## config.mk

```make
export PLATFORM = sky130hd
export DESIGN_NAME = csr_regfile
export DESIGN_NICKNAME = d
export VERILOG_FILES = /design/src/rtl/csr_regfile_pkg.sv /design/src/rtl/csr_timer.sv /design/src/rtl/csr_regfile.sv
export SDC_FILE = /design/constraint.sdc
export NUM_CORES = 1
export LEC_CHECK = 0
export ABC_CLOCK_PERIOD_IN_PS = 27700
export CAP_MARGIN = 25
export CORE_MARGIN = 1
export CORE_UTILIZATION = 25
export CTS_CLUSTER_DIAMETER = 100
export DETAILED_ROUTE_END_ITERATION = 16
export DONT_BUFFER_PORTS = 1
export GPL_ROUTABILITY_DRIVEN = 0
export GPL_TIMING_DRIVEN = 0
export PLACE_DENSITY = 0.36
export SLEW_MARGIN = 20
export SYNTH_ARGS = -nofsm -noshare
export SYNTH_HDL_FRONTEND = slang
export SYNTH_SLANG_ARGS = --single-unit
```

## constraint.sdc

```tcl
create_clock -name clk -period 27.7 [get_ports clk]
set_input_delay 1.385 -clock clk [delete_from_list [all_inputs] [get_ports clk]]
set_output_delay 1.385 -clock clk [all_outputs]
set_load 0.01 [all_outputs]
```

## src/rtl/csr_regfile_pkg.sv

```systemverilog
// Shared definitions for the CSR file: bus layout, CSR numbers, exception
// bitmap indices and their Ecode/EsubCode, plus the masked-write and cause helpers.
package csr_regfile_pkg;

  localparam int unsigned TO_CSR_BUS     = 161;
  localparam int unsigned EXCEPTION_CODE = 13;

  localparam logic [31:0] CRMD_RESET = 32'h0000_0008;

  localparam logic [13:0] CSR_CRMD   = 14'h000;
  localparam logic [13:0] CSR_PRMD   = 14'h001;
  localparam logic [13:0] CSR_ECFG   = 14'h004;
  localparam logic [13:0] CSR_ESTAT  = 14'h005;
  localparam logic [13:0] CSR_ERA    = 14'h006;
  localparam logic [13:0] CSR_BADV   = 14'h007;
  localparam logic [13:0] CSR_EENTRY = 14'h00c;
  localparam logic [13:0] CSR_SAVE0  = 14'h030;
  localparam logic [13:0] CSR_SAVE1  = 14'h031;
  localparam logic [13:0] CSR_SAVE2  = 14'h032;
  localparam logic [13:0] CSR_SAVE3  = 14'h033;
  localparam logic [13:0] CSR_TID    = 14'h040;
  localparam logic [13:0] CSR_TCFG   = 14'h041;
  localparam logic [13:0] CSR_TVAL   = 14'h042;
  localparam logic [13:0] CSR_TICLR  = 14'h044;

  localparam int unsigned EX_INT  = 0;
  localparam int unsigned EX_ADEF = 1;
  localparam int unsigned EX_TLBR = 2;
  localparam int unsigned EX_PIF  = 3;
  localparam int unsigned EX_PPI  = 4;
  localparam int unsigned EX_INE  = 5;
  localparam int unsigned EX_IPE  = 6;
  localparam int unsigned EX_SYS  = 7;
  localparam int unsigned EX_BRK  = 8;
  localparam int unsigned EX_ALE  = 9;
  localparam int unsigned EX_ADEM = 10;
  localparam int unsigned EX_PIL  = 11;
  localparam int unsigned EX_PIS  = 12;

  localparam logic [5:0] ECODE_INT  = 6'h00;
  localparam logic [5:0] ECODE_ADE  = 6'h08;
  localparam logic [5:0] ECODE_TLBR = 6'h3f;
  localparam logic [5:0] ECODE_PIF  = 6'h03;
  localparam logic [5:0] ECODE_PPI  = 6'h07;
  localparam logic [5:0] ECODE_INE  = 6'h0d;
  localparam logic [5:0] ECODE_IPE  = 6'h0e;
  localparam logic [5:0] ECODE_SYS  = 6'h0b;
  localparam logic [5:0] ECODE_BRK  = 6'h0c;
  localparam logic [5:0] ECODE_ALE  = 6'h09;
  localparam logic [5:0] ECODE_PIL  = 6'h01;
  localparam logic [5:0] ECODE_PIS  = 6'h02;

  localparam logic [8:0] ESUBCODE_ADEF = 9'd0;
  localparam logic [8:0] ESUBCODE_ADEM = 9'd1;

  typedef enum logic [1:0] {
    BADV_KEEP,
    BADV_PC,
    BADV_VADDR
  } badv_src_e;

  typedef struct packed {
    logic [5:0] ecode;
    logic [8:0] esubcode;
    badv_src_e  badv_src;
  } ex_cause_t;

  typedef struct packed {
    logic                      tlbrd;
    logic                      tlbwr;
    logic                      tlbfill;
    logic [31:0]               data_vaddr;
    logic                      csr_we;
    logic [13:0]               csr_num;
    logic [31:0]               csr_mask;
    logic [31:0]               csr_wdata;
    logic                      ertn;
    logic                      ex;
    logic [EXCEPTION_CODE-1:0] ex_code;
    logic [31:0]               pc;
  } to_csr_bus_t;

  function automatic logic [31:0] mask_write(input logic [31:0] old_v,
                                             input logic [31:0] mask,
                                             input logic [31:0] wdata);
    return (old_v & ~mask) | (wdata & mask);
  endfunction

  // Isolate the lowest set bit first so the lowest index wins on multi-bit bitmaps.
  function automatic ex_cause_t decode_ex(input logic [EXCEPTION_CODE-1:0] code);
    ex_cause_t                 c;
    logic [EXCEPTION_CODE-1:0] low;
    low = code & (~code + 13'd1);
    c   = '{ecode: ECODE_INT, esubcode: ESUBCODE_ADEF, badv_src: BADV_KEEP};
    case (low)
      (13'd1 << EX_ADEF): c = '{ecode: ECODE_ADE,  esubcode: ESUBCODE_ADEF, badv_src: BADV_PC};
      (13'd1 << EX_TLBR): c = '{ecode: ECODE_TLBR, esubcode: '0, badv_src: BADV_PC};
      (13'd1 << EX_PIF):  c = '{ecode: ECODE_PIF,  esubcode: '0, badv_src: BADV_PC};
      (13'd1 << EX_PPI):  c = '{ecode: ECODE_PPI,  esubcode: '0, badv_src: BADV_VADDR};
      (13'd1 << EX_INE):  c.ecode = ECODE_INE;
      (13'd1 << EX_IPE):  c.ecode = ECODE_IPE;
      (13'd1 << EX_SYS):  c.ecode = ECODE_SYS;
      (13'd1 << EX_BRK):  c.ecode = ECODE_BRK;
      (13'd1 << EX_ALE):  c = '{ecode: ECODE_ALE,  esubcode: '0, badv_src: BADV_VADDR};
      (13'd1 << EX_ADEM): c = '{ecode: ECODE_ADE,  esubcode: ESUBCODE_ADEM, badv_src: BADV_VADDR};
      (13'd1 << EX_PIL):  c = '{ecode: ECODE_PIL,  esubcode: '0, badv_src: BADV_VADDR};
      (13'd1 << EX_PIS):  c = '{ecode: ECODE_PIS,  esubcode: '0, badv_src: BADV_VADDR};
      (13'd1 << EX_INT):  c.ecode = ECODE_INT;
      default: ;
    endcase
    return c;
  endfunction

endpackage

```

## src/rtl/csr_timer.sv

```systemverilog
// Constant timer: TVAL down-counter with one-shot/periodic reload and the
// sticky timer-interrupt flag (TI) cleared through TICLR.
module csr_timer
  import csr_regfile_pkg::*;
(
  input  logic        clk,
  input  logic        reset,
  input  logic        tcfg_we,
  input  logic [31:0] tcfg_wdata,
  input  logic        ticlr_clr,
  output logic [31:0] tval,
  output logic        ti
);

  logic        armed;
  logic        periodic;
  logic [29:0] init_val;
  logic        expire;

  // A TCFG write in the same cycle takes precedence over an expiry.
  assign expire = armed & ~tcfg_we & (tval == '0);

  always_ff @(posedge clk or posedge reset) begin
    if (reset) begin
      tval     <= '0;
      armed    <= 1'b0;
      periodic <= 1'b0;
      init_val <= '0;
      ti       <= 1'b0;
    end else begin
      if (tcfg_we) begin
        init_val <= tcfg_wdata[31:2];
        periodic <= tcfg_wdata[1];
        armed    <= tcfg_wdata[0];
        tval     <= {tcfg_wdata[31:2], 2'b00};
      end else if (armed) begin
        if (tval != '0)
          tval <= tval - 32'd1;
        else if (periodic)
          tval <= {init_val, 2'b00};
        else
          armed <= 1'b0;
      end
      if (expire)
        ti <= 1'b1;
      else if (ticlr_clr)
        ti <= 1'b0;
    end
  end

endmodule

```

## src/rtl/csr_regfile.sv

```systemverilog
// LoongArch CSR file: masked CSR writes, exception/ertn commit, interrupt
// detection, constant timer and 64-bit stable counter.
module csr_regfile
  import csr_regfile_pkg::*;
#(
  parameter logic [31:0] TID_INIT = 32'h0
) (
  input  logic                  clk,
  input  logic                  reset,
  input  logic [TO_CSR_BUS-1:0] to_csr_bus,
  input  logic [7:0]            hw_int,
  output logic [31:0]           csr_rdata,
  output logic [31:0]           ex_entry,
  output logic [31:0]           era_pc,
  output logic                  has_int,
  output logic [63:0]           stable_counter
);

  to_csr_bus_t bus;
  ex_cause_t   cause;
  logic        wr_en;
  logic        unused_bus;

  logic [1:0]       plv, pplv;
  logic             ie, da, pie;
  logic [12:0]      lie;
  logic [1:0]       is_sw;
  logic [7:0]       is_hw;
  logic [5:0]       ecode;
  logic [8:0]       esubcode;
  logic [31:0]      era, badv, tid, tcfg;
  logic [25:0]      eentry;
  logic [3:0][31:0] save;
  logic [63:0]      cnt;

  logic [31:0] tval;
  logic        ti;
  logic        tcfg_we, ticlr_clr;

  logic [31:0] crmd_v, prmd_v, ecfg_v, estat_v, eentry_v;
  logic [12:0] is_v;
  logic [31:0] rdata_cur, wnew;

  assign bus        = to_csr_bus;
  assign unused_bus = ^{bus.tlbrd, bus.tlbwr, bus.tlbfill};
  assign cause      = decode_ex(bus.ex_code);
  assign wr_en      = bus.csr_we & ~bus.ex & ~bus.ertn;

  assign crmd_v   = {28'h0, da, ie, plv};
  assign prmd_v   = {29'h0, pie, pplv};
  assign ecfg_v   = {19'h0, lie};
  assign is_v     = {1'b0, ti, 1'b0, is_hw, is_sw};
  assign estat_v  = {1'b0, esubcode, ecode, 3'b000, is_v};
  assign eentry_v = {eentry, 6'b0};

  always_comb begin
    rdata_cur = '0;
    case (bus.csr_num)
      CSR_CRMD:   rdata_cur = crmd_v;
      CSR_PRMD:   rdata_cur = prmd_v;
      CSR_ECFG:   rdata_cur = ecfg_v;
      CSR_ESTAT:  rdata_cur = estat_v;
      CSR_ERA:    rdata_cur = era;
      CSR_BADV:   rdata_cur = badv;
      CSR_EENTRY: rdata_cur = eentry_v;
      CSR_SAVE0:  rdata_cur = save[0];
      CSR_SAVE1:  rdata_cur = save[1];
      CSR_SAVE2:  rdata_cur = save[2];
      CSR_SAVE3:  rdata_cur = save[3];
      CSR_TID:    rdata_cur = tid;
      CSR_TCFG:   rdata_cur = tcfg;
      CSR_TVAL:   rdata_cur = tval;
      CSR_TICLR:  rdata_cur = '0;
      default:    rdata_cur = '0;
    endcase
  end

  // The read mux already selects the addressed CSR, so its masked merge is the
  // new value for whichever register is being written; each register keeps only its own fields.
  assign csr_rdata = rdata_cur;
  assign wnew      = mask_write(rdata_cur, bus.csr_mask, bus.csr_wdata);

  assign tcfg_we   = wr_en & (bus.csr_num == CSR_TCFG);
  assign ticlr_clr = wr_en & (bus.csr_num == CSR_TICLR) & wnew[0];

  csr_timer u_timer (
    .clk        (clk),
    .reset      (reset),
    .tcfg_we    (tcfg_we),
    .tcfg_wdata (wnew),
    .ticlr_clr  (ticlr_clr),
    .tval       (tval),
    .ti         (ti)
  );

  always_ff @(posedge clk or posedge reset) begin
    if (reset) begin
      {da, ie, plv} <= CRMD_RESET[3:0];
      pplv     <= '0;
      pie      <= 1'b0;
      lie      <= '0;
      is_sw    <= '0;
      is_hw    <= '0;
      ecode    <= '0;
      esubcode <= '0;
      era      <= '0;
      badv     <= '0;
      eentry   <= '0;
      save     <= '0;
      tid      <= TID_INIT;
      tcfg     <= '0;
    end else begin
      is_hw <= hw_int;
      if (bus.ex) begin
        pplv     <= plv;
        pie      <= ie;
        plv      <= '0;
        ie       <= 1'b0;
        era      <= bus.pc;
        ecode    <= cause.ecode;
        esubcode <= cause.esubcode;
        case (cause.badv_src)
          BADV_PC:    badv <= bus.pc;
          BADV_VADDR: badv <= bus.data_vaddr;
          default: ;
        endcase
      end else if (bus.ertn) begin
        plv <= pplv;
        ie  <= pie;
      end else if (bus.csr_we) begin
        case (bus.csr_num)
          CSR_CRMD:   {da, ie, plv} <= wnew[3:0];
          CSR_PRMD:   {pie, pplv}   <= wnew[2:0];
          CSR_ECFG:   lie           <= wnew[12:0];
          CSR_ESTAT:  is_sw         <= wnew[1:0];
          CSR_ERA:    era           <= wnew;
          CSR_BADV:   badv          <= wnew;
          CSR_EENTRY: eentry        <= wnew[31:6];
          CSR_SAVE0:  save[0]       <= wnew;
          CSR_SAVE1:  save[1]       <= wnew;
          CSR_SAVE2:  save[2]       <= wnew;
          CSR_SAVE3:  save[3]       <= wnew;
          CSR_TID:    tid           <= wnew;
          CSR_TCFG:   tcfg          <= wnew;
          default: ;
        endcase
      end
    end
  end

  always_ff @(posedge clk or posedge reset) begin
    if (reset)
      cnt <= '0;
    else
      cnt <= cnt + 64'd1;
  end

  assign ex_entry       = eentry_v;
  assign era_pc         = era;
  assign has_int        = ie & (|(is_v & lie));
  assign stable_counter = cnt;

endmodule

```

# == Word level (Yosys, flattened, before mapping) ==
# Cells that the tools add are included.
# word_totals
register_bits,456
in_bits,171
out_inout_bits,161
wordCells,145
# op_classes
add_sub_neg,3
n_eq_ne,30
muxes,38
bitwise_logic,18
n_reduce_logical,31
# ops
cell,count
one-hot mux 32 bit (14 select lines),1
two-way mux 32 bit,12
one-hot mux 6 bit (11 select lines),1
adder 64 x 1 -> 64 bit (second input constant),1
bitwise AND 32 bit,2
one-hot mux 32 bit (2 select lines),1
equality test 14 x 3 -> 1 bit (second input constant),4
equality test 14 x 6 -> 1 bit (second input constant),4
equality test 14 x 7 -> 1 bit (second input constant),4
AND reduction 4 bit,11
zero test 32 bit,1
NOT 32 bit,1
OR 32 bit,1
nonzero test 32 bit,1
subtractor 32 x 1 -> 32 bit (second input constant),1
two-way mux 2 bit,8
equality test 14 x 1 -> 1 bit (second input constant),1
equality test 14 x 4 -> 1 bit (second input constant),1
zero test 14 bit,1
two-way mux 1 bit,14
adder 13 x 1 -> 13 bit (second input constant),1
bitwise AND 12 x 13 -> 13 bit,1
bitwise AND 13 bit,1
equality test 13 x 10 -> 1 bit (second input constant),1
27 further kinds,45

# == Depth between registers and ports, before layout ==
# Gate-level depths: netlist (run 1).
# depth
depth_word,9
mapped_depth,12
ltp_nobuf,7

# == Modules after synthesis ==
# Synthesis (run 1) repeated with hierarchy kept, for this count alone.
# hier_totals
cells_unflattened,2479
hier_area_um2,22989.5
# by_module_without_submodules
mod,instances,cells_per_inst,area_each_um2,seq_area_each_um2
csr_regfile,1,2102,19457.4,9560.4
csr_timer,1,377,3532.1,1626.6

# == Worst setup path after synthesis (run 1) ==
# OpenSTA, ideal clock, no wires.
# synth_path
path_kind,input to output
start,input to_csr_bus[120]
end,output csr_rdata[12]
arrival_time_ps,3293
required_time_ps,26315
slack_ps,23022
stages,10
path_buffers,5
path_cell_list,or4_1 buf_2 buf_6 buf_6 buf_6 buf_6 nor4_4 a22oi_1 nand3_1 or3b_2
# synth_between
elab_chain_len,2
elab_cells_between_ends,15
classes_between,eq/ne (13); mux (1); reduce/logical (1)
# synth_rtl
item,line,source
start: declaration,csr_regfile.sv:10,"input logic [TO_CSR_BUS-1:0] to_csr_bus,"
equality test 14 x 7 -> 1 bit (tied with other cells),csr_regfile.sv:58,case (bus.csr_num)
one-hot mux 32 bit (14 select lines) (*),csr_regfile.sv:58,
end: declaration,csr_regfile.sv:12,"output logic [31:0] csr_rdata,"
# Mark *: on every way between the ends. The rest lies on a longest branch, timed or not.

# == Worst setup path in the final report (run 1) ==
# layout_path
start,input to_csr_bus[120]
end,output csr_rdata[27]
# The elaborated chain is that of the path after synthesis.

==> results.sh, run 1 <==
export IMPL_arrival_ns=4.71
export IMPL_cts_buffer_depth=3
export IMPL_cp_cell_sequence="or4_1, buf_2, buf_6, nor4_4, buf_2, a22oi_1, nand3_1, nand2b_1"
export IMPL_synth_top_family_by_area="simple AND/OR/NAND/NOR gates"
export IMPL_area_growth_pct=17.3
export IMPL_setup_viol=0
export IMPL_final_cell_mix="dfrtp_1, nand2_1, o21ai_0, clkbuf_1, nand3_1"
export IMPL_grt_setup_unrepaired="no"
export IMPL_cp_max_fo=10
export IMPL_die_h_um=308
export IMPL_numCtsBuffers=57
export IMPL_post_cts_setup_buffer_count=0
export IMPL_hold_buffers=0
export IMPL_synth_adder_area_share_pct=0.160
export IMPL_synth_cell_types=87
export IMPL_ys_ff_latch=447
export IMPL_p_leak_nw=11.0
export IMPL_p_sw_mw=0.459
export IMPL_grt_antenna_before_repair=4
export IMPL_start_util_pct=25.4
export IMPL_final_area_um2=27400
export IMPL_slew_headroom_pct=22.5
export IMPL_grtUsageTotal_pct=27.1
export IMPL_tns_ns=0
export IMPL_drtAntennaViolNets=0
export IMPL_fin_nets=2760
export IMPL_yosysSeqAreaShare_pct=47.8
export IMPL_synthSimpleGateAreaFrac_pct=20.6
export IMPL_slew_violations=0
export IMPL_peakVddDrop_mv=0.0500
export IMPL_async_flop_share_pct=100
export IMPL_switching_share_pct=28.1
export IMPL_drt_drc_violations_left=0
export IMPL_worst_pin_slew_ns=1.15
export IMPL_io_pins=332
export IMPL_vias_per_cell=5.70
export IMPL_synth_edf_count=0
export IMPL_internal_power_mw=1.17
export IMPL_cts_tree="done"
export IMPL_htreeDepth=2
export IMPL_grt_overflow=0
export IMPL_grt_pass1_wl_um=180000
export IMPL_worst_path_most_repeated_cell="buf_2"
export IMPL_cp_num_buf_inv=3
export IMPL_synth_main_ff_cell="dfrtp_1"
export IMPL_crit_path_end_kind="output port"
export IMPL_rows=111
export IMPL_powerDensity_nw_per_um2=59.5
export IMPL_power_share_clock_pct=47.8
export IMPL_final_min_clock_period_ns=6.10
export IMPL_post_dp_hpwl_um=100000
export IMPL_place_area_um2=25500
export IMPL_yosysWarnings=0
export IMPL_maxCapViolCount=0
export IMPL_slowest_stage="nor4_4"
export IMPL_path_class="input port to output port"
export IMPL_wl_per_cell_um=33.7
export IMPL_io_buffers=0
export IMPL_setup_worst_path_start_class="input port"
export IMPL_drt_pass1_iterations=6
export IMPL_min_path_type="flop to flop"
export IMPL_cp_top_family="simple AND/OR/NAND/NOR gates"
export IMPL_fin_skew_ns=0.0594
export IMPL_layout_drive_gt1_share_pct=11.1
export IMPL_hold_viol=0
export IMPL_core_um2=92200
export IMPL_post_route_period_util_pct=22.0
export IMPL_power_frac_comb_pct=9.3
export IMPL_drtIter0Drc=2250
export IMPL_wl_um=131000
export IMPL_vias=22100
export IMPL_status="complete, no violations"
export IMPL_seqPwrFrac_pct=43.0
export IMPL_cts_resized_gates=0
export IMPL_worstPathRequired_ns=26.31
export IMPL_grt_max_degree=92
export IMPL_avgSynthCellArea_um2=9.37
export IMPL_clk_latency_ns=0.67
export IMPL_cts_root_buf="clkbuf_16"
export IMPL_final_common_cell="dfrtp_1"
export IMPL_syn_cell_area_um2=23400
export IMPL_grt_pass1_vias=21500
export IMPL_clk_pin_slew_ns=0.06
export IMPL_die_w_um=308
export IMPL_cts_sinks=447
export IMPL_synth_compound_area_share_pct=20.3
export IMPL_die_area_um2=94800
export IMPL_slowest_delay_ns=0.97
export IMPL_r2r_slack_ns=23.73
export IMPL_synth_xor_area_share_pct=2.55
export IMPL_synthCells=2496
export IMPL_synth_mux_area_share_pct=4.16
export IMPL_fmax_mhz=164
synth_stat cells (17+ instances only):
library cell	instances	area, µm²
and3_1	24	150
o22ai_1	17	106
o21ai_1	44	220
a22o_1	20	175
nor2_1	78	293
o21ai_0	304	1520
a32oi_1	26	228
nor2b_1	32	200
mux2_2	23	259
a2bb2oi_1	24	210
nor4_1	47	294
dfrtp_1	446	11200
buf_2	39	195
clkbuf_1	126	473
xnor2_1	47	412
inv_1	42	158
nand2b_1	26	163
xor2_1	21	184
nand3b_1	21	158
a22oi_1	48	360
and2_1	17	106
nor3_1	54	270
nand3_1	93	465
nand4_1	28	175
mux2i_1	69	691
o211ai_1	32	240
nand2_1	375	1410
a21oi_1	73	365
registers in the layout, indices dropped and copies added (netlist names), 2 cells and up:
register and count:
pplv 2, eentry 26, tcfg 32, is_sw 2
era_pc 32, plv 2, lie 13, u_timer.tval 32
is_hw 8, save 128, stable_counter 64, ecode 5
tid 32, badv 32, u_timer.init_val 30
metrics by stage:
step,utilization (%),hold WS (ns),power (mW),setup slack (ns),cells
after floorplan,-,0.440,0.786,13.86,2501
after global placement,27.1,0.461,0.854,7.26,3744
after detailed placement,27.6,0.467,0.861,21.69,3769
after CTS,29.7,0.480,1.64,21.68,3873
after global routing,29.7,0.500,1.68,21.63,3874
final,29.7,0.477,1.63,21.60,3875
per-layer routing:
metal  global-route usage, %  up-vias  share of wire [%]
met5                       0        -              0.033
met4                    10.6        6                4.1
met3                    5.28      246                7.4
met2                    44.6     1082                 47
met1                    34.7    11400                 41
li1                        -     9351                  -
tightest hold or removal path, delay by kind of cell, from the launching register on:
family          cells  cell delay [ns]
flops               1             0.33
compound gates      1             0.06
simple gates        1             0.04
cell families (layout without fill, tap and decap cells):
family	Yosys count	in the layout
fa+ha+maj	3	3
xor+xnor	68	68
simple gates	915	915
compound gates	734	734
buf+inv	235	365
mux	93	93
other cells	1	7
flops	447	447
final timing paths:
kind                                                   from                               end  cells past startpoint
max                                         to_csr_bus[120]                     csr_rdata[27]                      8
min                        u_timer.init_val[13]$_DFFE_PP0P_  u_timer.init_val[13]$_DFFE_PP0P_                      2
max reg2reg                     u_timer.tval[6]$_DFFE_PP0P_       u_timer.tval[8]$_DFFE_PP0P_                      9
min reg2reg                u_timer.init_val[13]$_DFFE_PP0P_  u_timer.init_val[13]$_DFFE_PP0P_                      2
max in group asynchronous                             reset                    da$_DFFE_PP1P_                      5
min in group asynchronous                             reset             save[112]$_DFFE_PP0P_                      1
power groups by stage:
stage	Combinational (mW)	Clock (mW)	Sequential, mW
2_1_floorplan	0.0891	0	0.697
3_3_place_gp	0.142	0	0.712
3_5_place_dp	0.149	0	0.711
4_1_cts	0.150	0.794	0.700
5_1_grt	0.161	0.817	0.702
6_report	0.151	0.780	0.701
area by class of cell:
class / instances / area, µm²
repair buffers: 26 / 327
clock buffers: 85 / 1720
diodes: 1 / 2.50
clock inverters: 19 / 208
plain buffers: 193 / 883
inverters: 42 / 165
well taps: 1243 / 1560
flip-flops and latches: 447 / 11200
fillers: 9871 / 64800
multi-input cells: 1819 / 11400
Note: power is estimated with default switching activity, not from simulation.
==> run 2: changes to the inputs <==
--- a/config.mk
+++ b/config.mk
@@ -5,7 +5,7 @@
 export SDC_FILE = /design/constraint.sdc
 export NUM_CORES = 1
 export LEC_CHECK = 0
-export ABC_CLOCK_PERIOD_IN_PS = 27700
+export ABC_CLOCK_PERIOD_IN_PS = 6400
 export CAP_MARGIN = 25
 export CORE_MARGIN = 1
 export CORE_UTILIZATION = 25
==> constraint.sdc (replaced) <==
create_clock -name clk -period 6.4 [get_ports clk]
set_input_delay 0.32 -clock clk [delete_from_list [all_inputs] [get_ports clk]]
set_output_delay 0.32 -clock clk [all_outputs]
set_load 0.01 [all_outputs]
==> run 2 against run 1 <==
  * Sequential share of layout area shrank 1.9 points
  * Clock power grew to 4.5 times the previous value
  * Register-to-register slack lost 21 ns
  * Flip-flop and latch count is the same
  * Worst setup slack lost 19 ns
  * Via count grew 1.6%
  * Worst hold slack lost 0.46 ns
  * Routed wire length grew 0.99%
  * Die area is the same
  * Count of clock-buffer cells in the layout shrank 8
  * Critical path depth grew 1
  * Sequential power grew to 4.3 times the previous value
  * Largest power group unchanged
==> results.sh, run 2 (same netlist as run 1, synthesis figures left out) <==
export IMPL_status="complete, no violations"
export IMPL_hold_ws_ns=0.0168
export IMPL_arrival_ns=3.72
export IMPL_cts_sinks=447
export IMPL_post_route_period_util_pct=63.1
export IMPL_final_cell_mix="dfrtp_1, nand2_1, o21ai_0, clkbuf_1, dlygate4sd3_1"
export IMPL_startpoint="to_csr_bus[112]"
export IMPL_cp_max_fo=10
export IMPL_rr_worst_depth=9
export IMPL_drtIter0Drc=2351
export IMPL_die_w_um=308
export IMPL_cts_resized_gates=0
export IMPL_fin_skew_ns=0.0380
export IMPL_final_common_cell="dfrtp_1"
export IMPL_largest_register_ffs=128
export IMPL_grt_antenna_before_repair=7
export IMPL_crit_path_end_kind="output port"
export IMPL_peakVddDrop_mv=0.248
export IMPL_path_class="input port to output port"
export IMPL_slew_headroom_pct=16.2
export IMPL_worst_pin_slew_ns=1.25
export IMPL_min_path_type="input port to flop"
export IMPL_drt_pass1_iterations=6
export IMPL_fmax_mhz=248
export IMPL_hold_buffers=109
export IMPL_die_h_um=308
export IMPL_layout_drive_gt1_share_pct=11.2
export IMPL_grt_pass1_vias=22100
export IMPL_io_pins=332
export IMPL_vias_per_cell=5.61
export IMPL_slew_violations=0
export IMPL_crit_end="csr_rdata[4]"
export IMPL_regMostFlops="save"
export IMPL_drt_drc_violations_left=0
export IMPL_tns_ns=0
export IMPL_fin_nets=2879
export IMPL_cts_tree="done"
export IMPL_cts_root_buf="clkbuf_16"
export IMPL_powerDensity_nw_per_um2=253
export IMPL_cts_buffer_depth=3
export IMPL_setup_viol=0
export IMPL_numCtsBuffers=57
export IMPL_grt_overflow=0
export IMPL_clk_latency_ns=0.66
export IMPL_final_min_clock_period_ns=4.04
export IMPL_grtUsageTotal_pct=27.2
export IMPL_grt_max_degree=33
export IMPL_area_growth_pct=23.0
export IMPL_grt_setup_unrepaired="no"
export IMPL_htreeDepth=2
export IMPL_regToRegEndpoint="u_timer.tval[8]$_DFFE_PP0P_"
export IMPL_io_buffers=0
export IMPL_setup_worst_path_start_class="input port"
export IMPL_wl_per_cell_um=33.0
export IMPL_wl_um=132000
export IMPL_post_dp_hpwl_um=101000
export IMPL_clk_pin_slew_ns=0.06
export IMPL_core_um2=92200
export IMPL_p_leak_nw=11.6
export IMPL_worstPathRequired_ns=6.08
export IMPL_start_util_pct=25.4
export IMPL_grt_pass1_wl_um=181000
export IMPL_vias=22400
export IMPL_die_area_um2=94800
export IMPL_post_cts_setup_buffer_count=0
export IMPL_hold_viol=0
export IMPL_rows=111
export IMPL_drtAntennaViolNets=0
export IMPL_r2r_start="u_timer.tval[6]$_DFFE_PP0P_"
export IMPL_r2r_slack_ns=2.45
export IMPL_maxCapViolCount=0
## run 2: cell count changes in the layout (fill, tap and decap cells not counted), moves of 2 or more
cell           delta
buf_12           +15
buf_16            -5
bufinv_16         +3
clkbuf_1          -5
clkbuf_8          -3
clkinv_2          +5
clkinv_4          +2
clkinvlp_4        +3
diode_2           +2
dlygate4sd3_1   +109
## run 2: area by class of cell
type,count,area (µm²)
clock buffers,77,1660
inverters,42,161
diodes,3,7.51
plain buffers,193,883
multi-input cells,1819,11400
well taps,1243,1560
flip-flops and latches,447,11200
fillers,9829,63400
clock inverters,31,358
repair buffers,145,1590
## run 2: per-stage QoR
stage	cell area, µm²	util (%)	setup slack [ns]	total power [mW]	cells
2_1_floorplan	23400	-	0.0377	3.40	2501
3_5_place_dp	25700	27.8	1.96	3.74	3780
6_report	28800	31.2	2.36	7.28	4000
5_1_grt	28800	31.2	2.20	7.48	3997
4_1_cts	28800	31.2	2.44	7.32	3997
3_3_place_gp	25000	27.1	-3.35	3.70	3744
## run 2: where the power goes
group	internal (mW)	switching, mW
Sequential	2.91	0.132
Clock	2.07	1.44
Combinational	0.257	0.483
Total	5.23	2.05
## run 2: worst max-delay path: stages
cell       delay, ns
buf_2           0.17
buf_2           0.29
buf_2           0.46
buf_2           0.50
buf_2           0.51
o2bb2ai_1       0.22
a32oi_1         0.62
nand2_1         0.12
a221o_1         0.44
## run 2: worst min path at each step
stage,from,to,slack (ns),cells after the start
final,to_csr_bus[9],badv[9]$_DFFE_PP0P_,0.02,3
after global routing,to_csr_bus[33],ecode[0]$_DFFE_PP0P_,0.03,3
after CTS,to_csr_bus[22],badv[22]$_DFFE_PP0P_,0.002,3
after detailed placement,reset,u_timer.init_val[21]$_DFFE_PP0P_,0.30,1
after global placement,hw_int[0],is_hw[0]$_DFF_PP0_,0.35,0
after floorplan,hw_int[0],is_hw[0]$_DFF_PP0_,0.35,0
## run 2: per-layer routing
metal | part of all wire [%] | track usage [%] | wire (µm)
met5 | 0.049 | 0 | 65
met3 | 7.8 | 5.94 | 10200
met1 | 41 | 34.6 | 54400
met2 | 47 | 44.5 | 61700
met4 | 4.1 | 10.6 | 5410
==> run 3: changes to the inputs <==
--- a/config.mk
+++ b/config.mk
@@ -5,7 +5,7 @@
 export SDC_FILE = /design/constraint.sdc
 export NUM_CORES = 1
 export LEC_CHECK = 0
-export ABC_CLOCK_PERIOD_IN_PS = 6400
+export ABC_CLOCK_PERIOD_IN_PS = 3900
 export CAP_MARGIN = 25
 export CORE_MARGIN = 1
 export CORE_UTILIZATION = 25
==> constraint.sdc (replaced) <==
create_clock -name clk -period 3.9 [get_ports clk]
set_input_delay 0.195 -clock clk [delete_from_list [all_inputs] [get_ports clk]]
set_output_delay 0.195 -clock clk [all_outputs]
set_load 0.01 [all_outputs]
==> run 3 against run 2 <==
  * Critical endpoint is now era_pc[5]$_DFFE_PP0P_
  * Die area did not move
  * Sequential power is 64% higher
  * Critical path type is now input port to flop
  * Total power is 65% higher
  * Clock power increased by 64%
  * Design area is 1.4% higher
  * Sequential share of layout area is 0.54 points lower
  * Largest power group unchanged
  * Cell count is 0.90% higher
  * Non-clock buffer count grew 37
==> results.sh, run 3 (same netlist as run 1, synthesis figures left out) <==
export IMPL_status="complete, no violations"
export IMPL_cp_max_fo=10
export IMPL_post_cts_setup_buffer_count=0
export IMPL_final_min_clock_period_ns=3.88
export IMPL_fmax_mhz=258
export IMPL_grt_overflow=0
export IMPL_min_path_type="input port to flop"
export IMPL_top_layer_used="met5"
export IMPL_cts_root_buf="clkbuf_16"
export IMPL_path_class="input port to flop"
export IMPL_clk_pin_slew_ns=0.06
export IMPL_vias=22700
export IMPL_worst_pin_slew_ns=1.23
export IMPL_drtAntennaViolNets=0
export IMPL_powerDensity_nw_per_um2=411
export IMPL_numCtsBuffers=57
export IMPL_grt_pass1_wl_um=182000
export IMPL_holdPathStages=3
export IMPL_m1WireLength_um=54000
export IMPL_hold_ws_ns=0.0128
export IMPL_fin_skew_ns=0.0388
export IMPL_worstPathRequired_ns=4.47
export IMPL_setup_viol=0
export IMPL_drt_pass1_iterations=6
export IMPL_grt_max_degree=33
export IMPL_setup_worst_path_start_class="input port"
export IMPL_wl_per_cell_um=32.7
export IMPL_tns_ns=0
export IMPL_post_route_period_util_pct=99.4
export IMPL_clk_latency_ns=0.66
export IMPL_layout_drive_gt1_share_pct=11.2
export IMPL_fillCellCount=9812
export IMPL_grt_pass1_vias=22200
export IMPL_peakVddDrop_mv=0.406
export IMPL_core_um2=92200
export IMPL_final_common_cell="dfrtp_1"
export IMPL_rows=111
export IMPL_hold_viol=0
export IMPL_final_area_um2=29200
export IMPL_final_cell_mix="dfrtp_1, nand2_1, o21ai_0, dlygate4sd3_1, clkbuf_1"
export IMPL_maxCapViolCount=0
export IMPL_cts_sinks=447
export IMPL_post_dp_hpwl_um=101000
export IMPL_wl_um=132000
export IMPL_r2r_start="u_timer.tval[10]$_DFFE_PP0P_"
export IMPL_multi_input_area_um2=11400
export IMPL_die_h_um=308
export IMPL_fin_nets=2916
export IMPL_vias_per_cell=5.63
export IMPL_io_pins=332
export IMPL_routed_wl_met2_um=61700
export IMPL_place_area_um2=25700
export IMPL_worstHoldStart="to_csr_bus[55]"
export IMPL_grt_antenna_before_repair=6
export IMPL_grt_setup_unrepaired="no"
export IMPL_start_util_pct=25.4
export IMPL_power_total_mw=12.0
export IMPL_die_w_um=308
export IMPL_dp_slack_ns=-0.419
export IMPL_htreeDepth=2
export IMPL_startpoint="to_csr_bus[113]"
export IMPL_dr_wl_met3_um=10400
export IMPL_setup_ws_ns=0.0226
export IMPL_cts_tree="done"
export IMPL_grtUsageTotal_pct=27.2
export IMPL_io_buffers=0
export IMPL_p_leak_nw=11.8
export IMPL_die_area_um2=94800
export IMPL_area_growth_pct=24.8
export IMPL_largest_register_ffs=128
export IMPL_drtIter0Drc=2257
export IMPL_slew_violations=0
export IMPL_arrival_ns=4.45
export IMPL_regArea_um2=11200
export IMPL_slew_headroom_pct=17.6
export IMPL_drt_drc_violations_left=0
export IMPL_regMostFlops="save"
export IMPL_crit_path_end_kind="flop"
export IMPL_cts_buffer_depth=3
export IMPL_rr_worst_depth=8
run 3: per-stage QoR:
step / util (%) / std cells
finish: 31.6 / 4036
global route: 31.6 / 4034
floorplan: - / 2501
CTS: 31.6 / 4034
detailed placement: 27.8 / 3780
global placement: 27.1 / 3744
run 3: power breakdown:
group / switching (mW) / internal, mW / total (mW)
combinational: 0.804 / 0.457 / 1.26
sequential: 0.217 / 4.77 / 4.99
clock: 2.35 / 3.40 / 5.74
total: 3.37 / 8.62 / 12.0
run 3: routing by layer:
layer  up-vias  GRT usage [%]
li1       9642              -
met1     11700           34.8
met2      1139           44.4
met3       233           5.64
met4         8           11.1
met5         -              0
run 3: layout make-up:
type | count | share of cell area [%]
Clock buffer | 77 | 5.70
Clock inverter | 31 | 1.23
Sequential cell | 447 | 38.3
Inverter | 42 | 0.553
Tap cell | 1243 | 5.33
Antenna cell | 2 | 0.0171
Multi-Input combinational cell | 1819 | 39.1
Timing Repair Buffer | 182 | 6.70
Buffer | 193 | 3.03
run 3: final timing paths:
kind	slack, ns	endpoint
hold reg to reg	0.48	u_timer.init_val[25]$_DFFE_PP0P_
max in group asynchronous	2.34	stable_counter[60]$_DFF_PP0_
setup / recovery	0.02	era_pc[5]$_DFFE_PP0P_
min in group asynchronous	0.09	save[111]$_DFFE_PP0P_
setup reg to reg	0.24	badv[10]$_DFFE_PP0P_
hold / removal	0.01	u_timer.init_val[6]$_DFFE_PP0P_
run 3: what timing repair did:
| action | in CTS | in global routing |
|---|---|---|
| endpoints found under the hold margin | 208 | 0 |
| resized for setup | 1 | 5 |
| pin swaps | 0 | 1 |
| hold buffers | 146 | 0 |
| endpoints found under the setup margin | 1 | 21 |
run 3: worst max-delay path, stage by stage:
cell           delay [ns]
clkbuf_1             0.19
clkbuf_1             0.33
nor4b_1              0.95
clkbuf_1             0.79
a22o_1               0.26
a22oi_1              0.10
o21ai_0              0.50
o211ai_1             0.33
a21oi_1              0.23
dlygate4sd3_1        0.57
